<file path="src/rtl/ex_ctrl_pkg.sv">
// Shared EX-stage control definitions: ALU control codes and the multiply
// sequencer state encoding.
package ex_ctrl_pkg;

    localparam int ALU_CTRL_W = 4;

    typedef enum logic [ALU_CTRL_W-1:0] {
        ALU_AND = 4'd0,
        ALU_OR  = 4'd1,
        ALU_ADD = 4'd2,
        ALU_SUB = 4'd3,
        ALU_SLT = 4'd4,
        ALU_MUL = 4'd5,
        ALU_XOR = 4'd6,
        ALU_SLL = 4'd7,
        ALU_SRL = 4'd8,
        ALU_BEQ = 4'd9
    } alu_ctrl_e;

    typedef enum logic [1:0] {
        ST_IDLE = 2'd0,
        ST_BUSY = 2'd1,
        ST_DONE = 2'd2
    } mul_state_e;

    function automatic logic is_mul(input logic [ALU_CTRL_W-1:0] ctrl);
        return ctrl == ALU_MUL;
    endfunction

endpackage

</file>
<file path="src/rtl/shift_add_mul_dp.sv">
// Shift-add multiply datapath: one multiplier bit is consumed per step,
// producing the low XLEN bits of the product in acc.
module shift_add_mul_dp #(
    parameter int XLEN  = 32,
    parameter int CNT_W = 6
) (
    input  logic            clk_i,
    input  logic            rst_i,
    input  logic            load_i,
    input  logic            step_i,
    input  logic [XLEN-1:0] mcand_i,
    input  logic [XLEN-1:0] mplier_i,
    output logic [XLEN-1:0] acc_next_o,
    output logic            mplier_next_zero_o,
    output logic            last_step_o
);

    logic [XLEN-1:0]  acc_q, acc_d;
    logic [XLEN-1:0]  mcand_q, mcand_d;
    logic [XLEN-1:0]  mplier_q, mplier_d;
    logic [CNT_W-1:0] cnt_q, cnt_d;

    logic [XLEN-1:0]  acc_step;
    logic [XLEN-1:0]  mplier_step;

    // Values this step would produce; the controller uses them to leave BUSY
    // in the same cycle the final add happens.
    always_comb begin
        acc_step    = mplier_q[0] ? (acc_q + mcand_q) : acc_q;
        mplier_step = mplier_q >> 1;
    end

    assign acc_next_o         = acc_step;
    assign mplier_next_zero_o = (mplier_step == '0);
    assign last_step_o        = (cnt_q == CNT_W'(XLEN - 1));

    always_comb begin
        acc_d    = acc_q;
        mcand_d  = mcand_q;
        mplier_d = mplier_q;
        cnt_d    = cnt_q;
        if (load_i) begin
            acc_d    = '0;
            mcand_d  = mcand_i;
            mplier_d = mplier_i;
            cnt_d    = '0;
        end else if (step_i) begin
            acc_d    = acc_step;
            mcand_d  = mcand_q << 1;
            mplier_d = mplier_step;
            cnt_d    = cnt_q + CNT_W'(1);
        end
    end

    always_ff @(posedge clk_i) begin
        if (rst_i) begin
            acc_q    <= '0;
            mcand_q  <= '0;
            mplier_q <= '0;
            cnt_q    <= '0;
        end else begin
            acc_q    <= acc_d;
            mcand_q  <= mcand_d;
            mplier_q <= mplier_d;
            cnt_q    <= cnt_d;
        end
    end

endmodule

</file>
<file path="src/rtl/ex_mul_sequencer.sv">
// EX-stage iterative multiply sequencer: stalls the pipeline while the
// shift-add datapath runs, then presents the product for one advancing cycle.
module ex_mul_sequencer
    import ex_ctrl_pkg::*;
#(
    parameter int XLEN  = 32,
    parameter int CNT_W = 6
) (
    input  logic                  clk_i,
    input  logic                  rst_i,
    input  logic                  valid_i,
    input  logic [ALU_CTRL_W-1:0] ALUCtrl_i,
    input  logic [XLEN-1:0]       rs1_data_i,
    input  logic [XLEN-1:0]       rs2_data_i,
    input  logic                  mem_stall_i,
    input  logic                  flush_i,
    output logic                  stall_o,
    output logic                  busy_o,
    output logic                  done_o,
    output logic [XLEN-1:0]       result_o
);

    mul_state_e      state_q, state_d;
    logic [XLEN-1:0] result_q, result_d;

    logic            start;
    logic            dp_step;
    logic [XLEN-1:0] acc_next;
    logic            mplier_next_zero;
    logic            last_step;

    assign start   = valid_i & is_mul(ALUCtrl_i) & ~flush_i & (state_q == ST_IDLE);
    assign dp_step = (state_q == ST_BUSY) & ~flush_i;

    shift_add_mul_dp #(
        .XLEN  (XLEN),
        .CNT_W (CNT_W)
    ) u_dp (
        .clk_i              (clk_i),
        .rst_i              (rst_i),
        .load_i             (start),
        .step_i             (dp_step),
        .mcand_i            (rs1_data_i),
        .mplier_i           (rs2_data_i),
        .acc_next_o         (acc_next),
        .mplier_next_zero_o (mplier_next_zero),
        .last_step_o        (last_step)
    );

    always_comb begin
        state_d  = state_q;
        result_d = result_q;
        if (flush_i) begin
            state_d = ST_IDLE;
        end else begin
            unique case (state_q)
                ST_IDLE: begin
                    if (start) state_d = ST_BUSY;
                end
                ST_BUSY: begin
                    if (last_step || mplier_next_zero) begin
                        state_d  = ST_DONE;
                        result_d = acc_next;
                    end
                end
                ST_DONE: begin
                    // Held while the cache freezes the pipe so the MUL is not lost.
                    if (!mem_stall_i) state_d = ST_IDLE;
                end
                default: state_d = ST_IDLE;
            endcase
        end
    end

    always_ff @(posedge clk_i) begin
        if (rst_i) begin
            state_q  <= ST_IDLE;
            result_q <= '0;
        end else begin
            state_q  <= state_d;
            result_q <= result_d;
        end
    end

    assign stall_o  = start | ((state_q == ST_BUSY) & ~flush_i);
    assign busy_o   = (state_q == ST_BUSY);
    assign done_o   = (state_q == ST_DONE) & ~flush_i;
    assign result_o = result_q;

endmodule

</file>
<file path="config.mk">
export PLATFORM = sky130hd
export DESIGN_NAME = ex_mul_sequencer
export DESIGN_NICKNAME = d
export VERILOG_FILES = /design/src/rtl/ex_ctrl_pkg.sv /design/src/rtl/shift_add_mul_dp.sv /design/src/rtl/ex_mul_sequencer.sv
export SDC_FILE = /design/constraint.sdc
export NUM_CORES = 1
export LEC_CHECK = 0
export CAP_MARGIN = 10
export CORE_MARGIN = 8
export CORE_UTILIZATION = 27
export DETAILED_ROUTE_END_ITERATION = 8
export PLACE_DENSITY = 0.49
export REMOVE_ABC_BUFFERS = 1
export SLEW_MARGIN = 20
export SYNTH_ARGS = -nofsm -noshare
export SYNTH_HDL_FRONTEND = slang
export SYNTH_SLANG_ARGS = --single-unit
</file>
<file path="constraint.sdc">
create_clock -name clk_i -period 4.45 [get_ports clk_i]
set_input_delay 0.89 -clock clk_i [delete_from_list [all_inputs] [get_ports clk_i]]
set_output_delay 0.89 -clock clk_i [all_outputs]
set_load 0.01 [all_outputs]
</file>
==> impl_metrics.tcl <==
set metrics [dict create \
    grt_pass1_vias 6919 \
    post-dp-hpwl_mm 15.82 \
    drt-wirelength-per-cell_um 16.73 \
    grt_overflow_total 0 \
    critical_path.most_common_cell "sky130_fd_sc_hd__clkdlybuf4s50_1" \
    syn2layout_area_growth_pct 26.05 \
    die_w_um 181.1 \
    place.detailed.instances 1313 \
    grt_pass1_wl_mm 36.93 \
    design_internal_power_mw 2.142 \
    synth_async_sr_flop_share 0 \
    fillCellCount 2846 \
    post-route-util 0.3451 \
    rsz0062_at_grt "no" \
    synth.lib_cells_used.distinct 60 \
    max_slew.worst_pin.slew_ps 1009 \
    proportion_of_layout_cells_with_a_drive_suffix_above_1 0.06275 \
    route.antenna.remaining_nets 0 \
    synth_area_per_cell_um2 8.006 \
    post_route_clock_skew_ps 7.936 \
    grt_antenna_before_repair 1 \
    seq_power_share 0.440 \
    cp.arrival_ps 2590 \
    power.switching_uw 655.7 \
    pwr-share-comb 0.053 \
    detail_route.drc_violations 0 \
    coreArea_um2 26880 \
    post_cts_buffers 0 \
    most-common-layout-cells "sky130_fd_sc_hd__nand2_1 (153), sky130_fd_sc_hd__dfxtp_1 (136), sky130_fd_sc_hd__clkdlybuf4s50_1 (106)" \
    global_placement_routability_congestion 0.7867 \
    grt_util_all_layers 0.1384 \
    effective_utilization_at_floorplan 0.2737 \
    routed_wl_mm 22.51 \
    total_via_count_in_the_routed_design 6852 \
    number_of_vias_per_cell 5.094 \
    layout_min_cycle_time_ps 3480 \
    yosysSeqAreaShare 0.3701 \
    critPathCaptureType "primary output" \
    first_pass_iters 5 \
    die_area_um2 32790 \
    antenna-diode-count 0 \
    synthFlopType "sky130_fd_sc_hd__dfxtp_1" \
    root_buffer "sky130_fd_sc_hd__clkbuf_16" \
    run_status "complete, no violations" \
    tritoncts_clock_tree "done" \
    netSwitchingFraction 0.2344 \
    fin_cells 1345 \
    cts_inserted_buffers 17 \
    io_buffer_count 107 \
    setup.worst_path.class "input pin to primary output" \
    max-clock-path-buffers 2 \
    finalSetupViolCount 0 \
    hold_path.class "register to register" \
    dr.first_iter.drc_count 360 \
    timing.final.crit_share 0.7820 \
    timing.max_slew.rel_slack 0.3272 \
    worst-path-max-fanout 2 \
    pin_count_of_the_biggest_net_entering_global_routing 89 \
    vdd_drop_max_mv 0.1769 \
    yosys_warnings 0 \
    clkPwrFrac 0.507 \
    die_height_um 181.1 \
    htreeDepth 4 \
    netlist_instances 919 \
    ys_ff_latch 136 \
    p_leak_nw 3.246 \
    report.final.slew_viol_count 0 \
    mostFrequentLayoutCell "sky130_fd_sc_hd__nand2_1" \
    crit_path_max_incr_delay_ps 530 \
    cap_violations 0 \
    worst_skew_pair.late_latency_ps 430 \
    tritoncts_num_sinks 136 \
    max_clock_freq_ghz 0.2874 \
    critical-path-slowest-cell "sky130_fd_sc_hd__clkdlybuf4s50_1" \
    required_ps 3560 \
    path_cells "clkdlybuf4s50_1, nor4bb_1, and4b_1, nor2_2, inv_1, clkdlybuf4s50_1" \
    mappedNetlistArea_um2 7357 \
    final_hold_viol_count 0 \
    cts.clk_slew.worst_paths_ps 60 \
    cts-resized-gates 0 \
    nNetsFinal 1097 \
    cts_hold_buf 0 \
    synth_enable_flop_cells 0 \
    setup-tns-final_ps 0 \
    setup.worst_path.start_class "input pin" \
    floorplan.rows 60 \
    power_density_nw_per_um2 301.6 \
    io_pins 108 \
]
-- Yosys cell counts (all sizes together) (12+ instances only) --
library cell  count  area [µm²]
nand2           153       574.3
a21o             18       135.1
inv              14       52.55
clkbuf           46       172.7
buf              22       118.9
xor2             12       105.1
dfxtp           136        2723
nor2            106       397.9
a22oi            30       225.2
mux2i            19       190.2
xnor2            20       175.2
a21oi            90       461.7
a311oi           37       324.1
nand3            17       97.60
a211oi           40       305.3
o21ai            29       145.1
ha               32       400.4
-- metrics by stage --
stage | worst slack [ps] | power (mW) | hold slack (ps) | area (µm²)
global route | 833.7 | 2.908 | 492.3 | 9274
finish | 970.2 | 2.797 | 468.7 | 9274
floorplan | -2243 | 1.293 | 443.4 | 7057
global placement | 944.0 | 1.406 | 459.9 | 8685
detailed placement | 947.4 | 1.406 | 463.6 | 8685
CTS | 944.0 | 2.844 | 472.4 | 9274
-- layer usage --
metal	vias up	global-route usage	wire length (µm)
met5	-	0	9
met4	2	0.03444	176
met3	14	0.04433	1470
met2	163	0.2133	9853
met1	3200	0.1843	11000
li1	3473	-	-
-- critical path, delay by kind of cell --
family,cells,cell delay (ps)
buffers and inverters,3,1030
and+or+nand+nor,3,680
-- final cells by class --
class                   instances  area [µm²]  share of cell area
clock buffers                  18       439.2             0.04736
clock inverters                14       150.1             0.01619
inverters                      14       52.55            0.005666
multi-input cells             700        4302              0.4638
flip-flops and latches        136        2723              0.2936
well taps                     341       426.7             0.04601
repair buffers                122        1181              0.1274
-- state kept, by name (all words and copies together) (netlist names) --
name	flops
u_dp.acc_q	32
state_q	2
u_dp.mcand_q	32
u_dp.mplier_q	32
u_dp.cnt_q	6
result_o	32
-- power by group through the flow --
stage | registers (mW) | logic (mW) | clock network, mW
floorplan | 1.26 | 0.0368 | 0
global placement | 1.26 | 0.149 | 0
detailed placement | 1.26 | 0.149 | 0
CTS | 1.23 | 0.149 | 1.46
global route | 1.23 | 0.160 | 1.52
finish | 1.23 | 0.147 | 1.42
-- cell families after synthesis --
family          synth area share
simple gates              0.1952
compound gates            0.2656
flops                     0.3701
buf+inv                  0.04796
fa+ha+maj                0.05714
xor+xnor                 0.03810
mux                      0.02585
-- path summary, 6_finish.rpt --
kind	slack, ps	start	to	cells past startpoint
setup / recovery	970	ALUCtrl_i[2]	stall_o	6
hold / removal	470	u_dp.acc_q[24]	u_dp.acc_q[24]	2
setup reg to reg	1370	u_dp.mcand_q[0]	result_o[28]	11
hold reg to reg	470	u_dp.acc_q[24]	u_dp.acc_q[24]	2
No activity file was read; power rests on OpenSTA's default activity.
